## config.mk

```make
export PLATFORM = sky130hd
export DESIGN_NAME = instruction_fetch_unit_flat
export DESIGN_NICKNAME = d
export VERILOG_FILES = /design/src/rtl/instruction_fetch_unit_if.sv /design/src/rtl/instruction_fetch_unit.sv /design/src/flat_wrapper.sv
export SDC_FILE = /design/constraint.sdc
export NUM_CORES = 1
export LEC_CHECK = 0
export ABC_AREA = 1
export BUFFER_PORTS_ARGS = -buffer_cell sky130_fd_sc_hd__buf_2
export CORE_MARGIN = 4
export CORE_UTILIZATION = 42
export CTS_BUF_LIST = sky130_fd_sc_hd__clkbuf_2 sky130_fd_sc_hd__clkbuf_4 sky130_fd_sc_hd__clkbuf_8
export CTS_CLUSTER_SIZE = 12
export DETAILED_ROUTE_END_ITERATION = 10
export PLACE_DENSITY = 0.71
export SETUP_SLACK_MARGIN = 0.4
export SLEW_MARGIN = 20
export SYNTH_ARGS = -nofsm -noshare
export SYNTH_HDL_FRONTEND = slang
export SYNTH_SLANG_ARGS = --single-unit
```

## constraint.sdc

```tcl
create_clock -name CLK -period 2.06 [get_ports CLK]
set_input_delay 0.515 -clock CLK [delete_from_list [all_inputs] [get_ports CLK]]
set_output_delay 0.515 -clock CLK [all_outputs]
set_load 0.005 [all_outputs]
```

## src/rtl/instruction_fetch_unit_if.sv

```systemverilog
// Fetch unit bus bundle: instruction-memory handshake, redirect input,
// decode handshake and immediate-extender controls.
interface instruction_fetch_unit_if;
  localparam int unsigned XLEN = 16;
  localparam int unsigned IMMW = 8;

  // Instruction memory side
  logic            mem_req;
  logic [XLEN-1:0] mem_addr;
  logic            mem_ack;
  logic [XLEN-1:0] mem_rdata;

  // Branch/jump redirect
  logic            redirect_valid;
  logic [XLEN-1:0] redirect_pc;

  // Decode side
  logic            ir_valid;
  logic            ir_ready;
  logic [XLEN-1:0] instr;
  logic [XLEN-1:0] instr_pc;

  // Immediate extender controls
  logic [IMMW-1:0] imm;
  logic            ext_signed;

  // Fetch unit view
  modport master (
    output mem_req, mem_addr, ir_valid, instr, instr_pc, imm, ext_signed,
    input  mem_ack, mem_rdata, redirect_valid, redirect_pc, ir_ready
  );

  // Environment view (memory, branch unit, decode)
  modport slave (
    input  mem_req, mem_addr, ir_valid, instr, instr_pc, imm, ext_signed,
    output mem_ack, mem_rdata, redirect_valid, redirect_pc, ir_ready
  );
endinterface

```

## src/rtl/instruction_fetch_unit.sv

```systemverilog
// Instruction fetch unit: owns the PC, fetches 16-bit words over a req/ack
// handshake into the IR, offers them to decode, and handles redirects.
module instruction_fetch_unit #(
  parameter logic [15:0] RESET_PC       = 16'h0000,
  parameter logic [15:0] SIGNED_OP_MASK = 16'h0000
) (
  input  logic                      CLK,
  input  logic                      Reset_n,
  input  logic                      run,
  instruction_fetch_unit_if.master  bus
);

  localparam int unsigned XLEN = 16;
  localparam int unsigned IMMW = 8;

  typedef enum logic [1:0] {
    IDLE    = 2'd0,
    FETCH   = 2'd1,
    HOLD    = 2'd2,
    DISCARD = 2'd3
  } state_e;

  state_e          state_q, state_d;
  logic [XLEN-1:0] pc_q, pc_d;
  logic [XLEN-1:0] ir_q, ir_d;
  logic [XLEN-1:0] instr_pc_q, instr_pc_d;
  logic            ir_valid_q, ir_valid_d;

  // Where to go once the current fetch slot is finished
  state_e          resume_state_c;
  assign resume_state_c = run ? FETCH : IDLE;

  // State and datapath registers
  always_ff @(posedge CLK or negedge Reset_n) begin
    if (!Reset_n) begin
      state_q    <= IDLE;
      pc_q       <= RESET_PC;
      ir_q       <= '0;
      instr_pc_q <= '0;
      ir_valid_q <= 1'b0;
    end else begin
      state_q    <= state_d;
      pc_q       <= pc_d;
      ir_q       <= ir_d;
      instr_pc_q <= instr_pc_d;
      ir_valid_q <= ir_valid_d;
    end
  end

  // Next-state and datapath update; redirect outranks ack and ir_ready
  always_comb begin
    state_d    = state_q;
    pc_d       = pc_q;
    ir_d       = ir_q;
    instr_pc_d = instr_pc_q;
    ir_valid_d = ir_valid_q;

    unique case (state_q)
      IDLE: begin
        if (bus.redirect_valid) begin
          pc_d = bus.redirect_pc;
        end else if (run) begin
          state_d = FETCH;
        end
      end

      FETCH: begin
        if (bus.redirect_valid) begin
          pc_d = bus.redirect_pc;
          // Ack this cycle closes the transaction; otherwise it is still in flight
          state_d = bus.mem_ack ? resume_state_c : DISCARD;
        end else if (bus.mem_ack) begin
          ir_d       = bus.mem_rdata;
          instr_pc_d = pc_q;
          pc_d       = pc_q + XLEN'(1);
          ir_valid_d = 1'b1;
          state_d    = HOLD;
        end
      end

      HOLD: begin
        if (bus.redirect_valid) begin
          pc_d       = bus.redirect_pc;
          ir_valid_d = 1'b0;
          state_d    = resume_state_c;
        end else if (bus.ir_ready) begin
          ir_valid_d = 1'b0;
          state_d    = resume_state_c;
        end
      end

      DISCARD: begin
        if (bus.redirect_valid) begin
          pc_d = bus.redirect_pc;
        end
        // The stale response is dropped whenever it shows up, even alongside
        // a redirect, so the unit never waits for an ack that will not come
        if (bus.mem_ack) begin
          state_d = resume_state_c;
        end
      end

      default: begin
        state_d = IDLE;
      end
    endcase
  end

  // Bus outputs decoded from registers
  assign bus.mem_req    = (state_q == FETCH);
  assign bus.mem_addr   = pc_q;
  assign bus.ir_valid   = ir_valid_q;
  assign bus.instr      = ir_q;
  assign bus.instr_pc   = instr_pc_q;
  assign bus.imm        = ir_q[IMMW-1:0];
  assign bus.ext_signed = SIGNED_OP_MASK[ir_q[15:12]];

endmodule
```

## src/flat_wrapper.sv

```systemverilog
// flat-port wrapper written by rule: the top's interface ports become plain ports
module instruction_fetch_unit_flat 
#(
  parameter logic [15:0] RESET_PC       = 16'h0000,
  parameter logic [15:0] SIGNED_OP_MASK = 16'h0000
)
  (CLK, Reset_n, run, bus_mem_req, bus_mem_addr, bus_ir_valid, bus_instr, bus_instr_pc, bus_imm, bus_ext_signed, bus_mem_ack, bus_mem_rdata, bus_redirect_valid, bus_redirect_pc, bus_ir_ready);
  instruction_fetch_unit_if bus_i ();
  input  logic CLK;
  input  logic Reset_n;
  input  logic run;
  output wire logic [$bits(bus_i.mem_req)-1:0] bus_mem_req;
  output wire logic [$bits(bus_i.mem_addr)-1:0] bus_mem_addr;
  output wire logic [$bits(bus_i.ir_valid)-1:0] bus_ir_valid;
  output wire logic [$bits(bus_i.instr)-1:0] bus_instr;
  output wire logic [$bits(bus_i.instr_pc)-1:0] bus_instr_pc;
  output wire logic [$bits(bus_i.imm)-1:0] bus_imm;
  output wire logic [$bits(bus_i.ext_signed)-1:0] bus_ext_signed;
  input wire logic [$bits(bus_i.mem_ack)-1:0] bus_mem_ack;
  input wire logic [$bits(bus_i.mem_rdata)-1:0] bus_mem_rdata;
  input wire logic [$bits(bus_i.redirect_valid)-1:0] bus_redirect_valid;
  input wire logic [$bits(bus_i.redirect_pc)-1:0] bus_redirect_pc;
  input wire logic [$bits(bus_i.ir_ready)-1:0] bus_ir_ready;
  assign bus_mem_req = bus_i.mem_req;
  assign bus_mem_addr = bus_i.mem_addr;
  assign bus_ir_valid = bus_i.ir_valid;
  assign bus_instr = bus_i.instr;
  assign bus_instr_pc = bus_i.instr_pc;
  assign bus_imm = bus_i.imm;
  assign bus_ext_signed = bus_i.ext_signed;
  assign bus_i.mem_ack = bus_mem_ack;
  assign bus_i.mem_rdata = bus_mem_rdata;
  assign bus_i.redirect_valid = bus_redirect_valid;
  assign bus_i.redirect_pc = bus_redirect_pc;
  assign bus_i.ir_ready = bus_ir_ready;
  instruction_fetch_unit #(.RESET_PC(RESET_PC), .SIGNED_OP_MASK(SIGNED_OP_MASK)) u_core (.CLK(CLK), .Reset_n(Reset_n), .run(run), .bus(bus_i));
endmodule
```

==> results of run 1 <==
power breakdown:
part	switching (mW)	internal (mW)	leakage, nW
sequential	0.295	1.39	0.619
clock	0.327	0.251	0.0446
combinational	0.831	0.658	1.12
total	1.45	2.30	1.78
state kept, by name, indices dropped and copies added, names as in the netlist:
signal	cells
u_core.bus.mem_addr	16
u_core.bus.instr_pc	16
u_core.state_q	2
u_core.bus.ir_valid	1
u_core.bus.instr	16
repair_timing:
| item | 4_1_cts | 5_1_grt |
|---|---|---|
| resized for setup | 0 | 4 |
| setup buffers | 0 | 3 |
| setup endpoints to repair | 0 | 14 |
cell type report:
type                       count  area, um^2
clock inverter                 2        12.5
multi-input combinational    237        1090
tap                           75        93.8
fill                         589        2760
inverter                      25        93.8
sequential                    51        1280
timing repair buffer         102         553
clock buffer                   6        76.3
critical path, cell delays in order, from the launching register on:
cell and delay [ps]:
dfrtp_2 460, nor2_4 180, buf_2 140
stage by stage:
step / instances / power [mW] / hold WS, ps
after floorplan: 330 / 2.57 / 219
after global placement: 487 / 3.15 / 449
after detailed placement: 487 / 3.20 / 455
after CTS: 495 / 3.78 / 204
after global routing: 498 / 4.12 / 200
final: 498 / 3.76 / 191
final timing paths:
| check | from | end | slack [ps] | depth (start not counted) |
|---|---|---|---|---|
| worst max-delay path | u_core.state_q[1]$_DFFE_PN0P_ | bus_mem_req | 460 | 2 |
| worst min-delay path | Reset_n | u_core.bus.instr[13]$_DFFE_PN0P_ | 190 | 2 |
| worst max register to register | u_core.bus.mem_addr[1]$_DFFE_PN0P_ | u_core.bus.mem_addr[8]$_DFFE_PN0P_ | 530 | 7 |
| worst min register to register | u_core.bus.instr_pc[6]$_DFFE_PN0P_ | u_core.bus.instr_pc[6]$_DFFE_PN0P_ | 480 | 2 |
| max in group asynchronous | Reset_n | u_core.state_q[1]$_DFFE_PN0P_ | 1610 | 2 |
| min in group CLK | bus_mem_rdata[1] | u_core.bus.instr[1]$_DFFE_PN0P_ | 410 | 3 |
layout by cell type, fill, tap and decap left out, drive strengths merged:
master,Yosys,final
buf,16,102
nand2,129,129
nand4,4,4
xor2,1,1
nor2,39,39
clkinvlp,0,1
nand3,15,15
nor3,2,2
clkbuf,1,6
ha,1,1
dfrtp,51,51
clkinv,1,2
o21ai,30,30
o22ai,3,3
conb,1,1
nor4,2,2
o211ai,4,4
inv,24,24
a211oi,1,1
or2,2,2
a21oi,3,3
metal layers:
metal	up-vias	global-route usage, %	wire length (um)
li1	1230	-	-
met1	1076	26.3	2980
met2	84	29.8	3120
met3	5	3.52	459
met4	0	4.11	41
met5	-	0	0
logic make-up after synthesis:
kind of cell	count (synthesis)	synth area share [%]
buf+inv	42	8.80
xor+xnor	1	0.338
simple gates	193	31.1
other cells	1	0.145
flops	51	49.3
compound gates	41	9.86
fa+ha+maj	1	0.483
==> summary.txt, run 1 <==
Status
  • Status: finished clean

Logic synthesis
  • Mapped Area: 2590 um^2
  • Sequential area share after synthesis: 49.3%
  • Most common cell in the netlist: nand2_1
  • Most used DFF post-synth: dfrtp_1
  • Cells after Synth: 330
  • Distinct cells, synth: 29
  • Synthesized Nets: 369
  • Yosys warns: 0
  • Syn Area/Cell: 7.84 um^2
  • Synth top area share: 49.3%
  • Yosys reg bits: 51
  • FFs w/ async S/R, synth: 100%
  • Area leader, netlist: dfrtp_1
  • Area contributors post-synth: dfrtp_1 (49%), nand2_1 (18%), nor2_1 (5.2%)
  • Number of synthesized flops with an enable pin: 0
  • Synth top cells by count: nand2_1 (126), dfrtp_1 (51), nor2_1 (36)

Floorplanning
  • # IOs: 97
  • Die height: 86.5 um
  • Row cnt: 28
  • Initial Util: 43.5%
  • Chip width: 86.5 um
  • Core area: 5960 um^2
  • Die ar.: 7480 um^2

Clock tree
  • Clock insertion delay at the later pin of the skew report: 300 ps
  • CTS root buffer: clkbuf_8
  • Clock sink count: 51
  • CTS clk-pin slew, worst paths: 90 ps
  • # hold bufs at CTS: 0
  • TritonCTS clock tree: yes
  • CTS H-tree lvls: 2
  • TritonCTS Buffers: 5
  • Worst-case clock buffer depth: 2

STA
  • Worst-Margin Slew: 531 ps
  • Final Max Tran Viols: 0
  • Final Cycle Share: 77.4%
  • Post-route setup slack: 465 ps
  • # setup viols final: 0
  • Slew HR: 64.5%
  • Highest clock rate: 627 MHz
  • Min cycle time layout: 1600 ps
  • Endpoints failing hold: 0
  • Post-Route Skew: 6.91 ps
  • Setup_tns: 0 ps
  • RSZ-0062 raised after global routing: no

Pwr
  • Peak supply drop: 0.000499 V
  • Pwr dens: 1170 nW/um^2
  • Leak: 1.78 nW

Critical path
  • CP Max Fanout: 6
  • WS Path Type: reg -> out
  • CP Data Required Time: 1540 ps
  • Crit. End Element: primary output
  • Crit path DAT: 1080 ps
  • Startpoint Class: flop

Place
  • IO Port Bufs: 95
  • Placer congestion estimate: 0.876
  • Dpl cell area: 3080 um^2
  • Post-place setup slack: 334 ps
  • HPWL after detailed placement: 4.91 mm

GRT
  • Overflow after GRT: 0
  • Vias in the first global route: 2373
  • Initial antenna violation count: 0
  • Total GRT Usage: 18.6%
  • First-pass GRT wire length: 11.2 mm
  • Largest net degree at the start of global routing: 52

Layout
  • Share of cells above drive strength 1: 31.2%
  • Final core utilization: 53.7%
  • Layout Nets: 461
  • P&R area growth vs syn: 23.5%
  • # diodes: 0
  • Design area: 3200 um^2

Routing
  • DRT Wirelength: 6.60 mm
  • Average wire per standard cell: 13.2 um
  • 1st-pass router iterations: 4
  • Routed vias/inst: 4.81
  • DRT iter0 DRCs: 136
  • DRC errors left: 0
  • Number of routed nets with antenna violations: 0
  • Vias: 2395

Min path
  • Hold WC Path Type: in -> async

Job
  • Maxcap violations: 0
No activity file was read; power rests on OpenSTA's default activity.
==> inputs of run 2 (changes only) <==
Settings changed: ABC_AREA 1 to 0, PLACE_DENSITY 0.71 to 0.75.
Clock period 2.06 ns to 1.4 ns, I/O delays scaled along.
==> run 2 against run 1 <==
The flow now finishes with violations (setup timing). Critical path depth grew 3. Synthesized area shrank 7.7%. Hold slack gained 35 ps.
==> summary.txt, run 2 <==
Critical path
  • Crit. End Element: flop
  • CP Data Required Time: 1600 ps
  • CP max-delay cell: dfrtp_1
  • CP Max Fanout: 6
  • Crit path DAT: 1910 ps
  • Startpoint Class: flop
  • Max stage delay on crit path: 420 ps
  • WS Path Type: reg -> reg
  • Crit path top cell by count: buf_4
  • Cell breakdown of the critical path: buf_4 > nor4bb_4 > buf_4 > buf_16 > mux2_4
  • Worst r2r path cells: 5

Logic synthesis
  • Yosys reg bits: 51
  • Mapped Area: 2390 um^2
  • Sequential area share after synthesis: 53.4%
  • Yosys warns: 0
  • Syn Area/Cell: 11.7 um^2
  • Most common cell in the netlist: dfrtp_1
  • Synth top area share: 53.4%
  • Area contributors post-synth: dfrtp_1 (53%), mux2_2 (15%), buf_4 (3.1%)
  • Synthesized Nets: 243
  • Area leader, netlist: dfrtp_1
  • Cells after Synth: 204
  • Synth top cells by count: dfrtp_1 (51), mux2_2 (32), nand2_1 (14), o21ai_0 (14), buf_4 (10)
  • Number of synthesized flops with an enable pin: 0
  • FFs w/ async S/R, synth: 100%
  • Most used DFF post-synth: dfrtp_1
  • Distinct cells, synth: 43

Routing
  • Vias: 2434
  • Routed vias/inst: 5.25
  • Number of routed nets with antenna violations: 0
  • DRT Wirelength: 8.60 mm
  • 1st-pass router iterations: 4
  • DRT iter0 DRCs: 123
  • DRC errors left: 0
  • Average wire per standard cell: 18.5 um

Layout
  • # diodes: 0
  • Share of cells above drive strength 1: 67.9%
  • Fill count: 289
  • Most common cell after layout, fill and taps aside: buf_2
  • Design area: 4320 um^2
  • Commonest cells after routing, fill and taps aside: buf_2 (79), buf_4 (74), dfrtp_1 (45)
  • Layout Nets: 431
  • P&R area growth vs syn: 80.9%
  • Register area: 1280 um^2
  • Footprint of the multi-input gates: 1230 um^2

Pwr
  • Internal power: 4.50 mW
  • NetSw: 1.87 mW
  • Total power: 6.37 mW
  • Clk network pwr share: 16.1%
  • Comb power frac: 47.9%
  • Reg power frac: 36.1%
  • Switching part of the total: 29.4%
  • Leak: 2.14 nW
  • Peak supply drop: 0.000893 V
  • Pwr dens: 1470 nW/um^2

GRT
  • Total GRT Usage: 21.8%
  • Initial antenna violation count: 0
  • First-pass GRT wire length: 12.3 mm
  • Largest net degree at the start of global routing: 37
  • Vias in the first global route: 2422
  • Overflow after GRT: 0

Min path
  • Hold WC Path Type: in -> reg
  • Hold depth: 3

STA
  • Highest clock rate: 587 MHz
  • Final Max Tran Viols: 0
  • Endpoints failing hold: 0
  • Min cycle time layout: 1700 ps
  • Post-route setup slack: -303 ps
  • RSZ-0062 raised after global routing: yes
  • Post-Route Skew: 6.91 ps
  • Setup_tns: -11820 ps
  • # setup viols final: 48
  • Final Cycle Share: 122%

Floorplanning
  • Core area: 5510 um^2
  • Initial Util: 43.4%
  • Chip width: 83.4 um
  • Row cnt: 27
  • # IOs: 97
  • Die ar.: 6960 um^2
  • Die height: 83.4 um

Job
  • Maxcap violations: 0

Place
  • IO Port Bufs: 95
  • Placer congestion estimate: 0.813
  • HPWL after detailed placement: 4.57 mm
  • Dpl cell area: 3320 um^2

Status
  • Status: complete, but fails checks
  • Failing checks: setup timing

Clock tree
  • CTS H-tree lvls: 2
  • Worst-case clock buffer depth: 2
  • Clock sink count: 51
  • CTS root buffer: clkbuf_8
  • TritonCTS clock tree: yes
  • CTS clk-pin slew, worst paths: 100 ps
  • TritonCTS Buffers: 5
  • Clock insertion delay at the later pin of the skew report: 310 ps
[run 2: layout make-up]
class,count,share of cell area [%]
Clock inverter,2,0.869
Inverter,2,0.203
Clock buffer,5,1.59
Tap cell,72,2.08
Sequential cell,51,29.7
Timing Repair Buffer,202,37.0
Multi-Input combinational cell,130,28.6
[run 2: kinds of logic after synthesis]
| kind of cell | after synthesis | share of synthesized area (%) |
|---|---|---|
| buffers and inverters | 23 | 5.34 |
| adder cells (fa/ha/maj) | 1 | 0.524 |
| AO/OA/AOI/OAI | 30 | 8.28 |
| multiplexers | 34 | 15.9 |
| XOR/XNOR | 6 | 2.20 |
| other | 1 | 0.157 |
| flip-flops | 51 | 53.4 |
| AND/OR/NAND/NOR | 58 | 14.1 |
[run 2: stage by stage]
stage | hold slack [ps] | setup WS, ps | util (%) | cells
4_1_cts | 220 | -266 | 73.6 | 445
2_1_floorplan | 54.4 | -237 | - | 204
5_1_grt | 237 | -394 | 78.5 | 464
3_5_place_dp | 272 | -277 | 60.4 | 389
6_report | 225 | -303 | 78.5 | 464
3_3_place_gp | 275 | -233 | 60.4 | 389
[run 2: repair_timing]
action | CTS | global route
hold endpoints to repair | 10 | 0
resized for setup | 51 | 19
hold buffers | 1 | 0
pin swaps | 11 | 5
cloned | 2 | 2
endpoints found under the setup margin | 109 | 112
buffers inserted | 46 | 17
[run 2: critical path, delay by kind of cell (launching register included)]
family | cells | cell delay [ps]
mux | 1 | 300
simple gates | 1 | 330
flops | 1 | 420
buf+inv | 3 | 530
[run 2: worst paths after layout]
check                      slack, ps                             endpoint                                 from
setup / recovery                -300  u_core.bus.instr_pc[10]$_DFFE_PN0P_        u_core.state_q[1]$_DFFE_PN0P_
hold / removal                   230  u_core.bus.mem_addr[14]$_DFFE_PN0P_                  bus_redirect_pc[14]
setup reg to reg                -300  u_core.bus.instr_pc[10]$_DFFE_PN0P_        u_core.state_q[1]$_DFFE_PN0P_
hold reg to reg                  520  u_core.bus.instr_pc[10]$_DFFE_PN0P_  u_core.bus.instr_pc[10]$_DFFE_PN0P_
max in group asynchronous        530   u_core.bus.mem_addr[0]$_DFFE_PN0P_                              Reset_n
min in group asynchronous        470     u_core.bus.instr[11]$_DFFE_PN0P_                              Reset_n
[run 2: per-layer routing]
layer	track usage (%)	part of all wire [%]
met5	0	0
met4	7.16	2.1
met3	6.55	7.1
met2	37.1	50
met1	26.3	41
[run 2: power by group through the flow]
stage                     Combinational (mW)  Clock (mW)  Sequential, mW
after floorplan                         1.07           0            2.36
after global placement                  1.87           0            2.28
after detailed placement                1.90           0            2.31
after CTS                               2.63        1.03            2.25
after global routing                    3.25        1.10            2.36
final                                   3.05        1.02            2.30
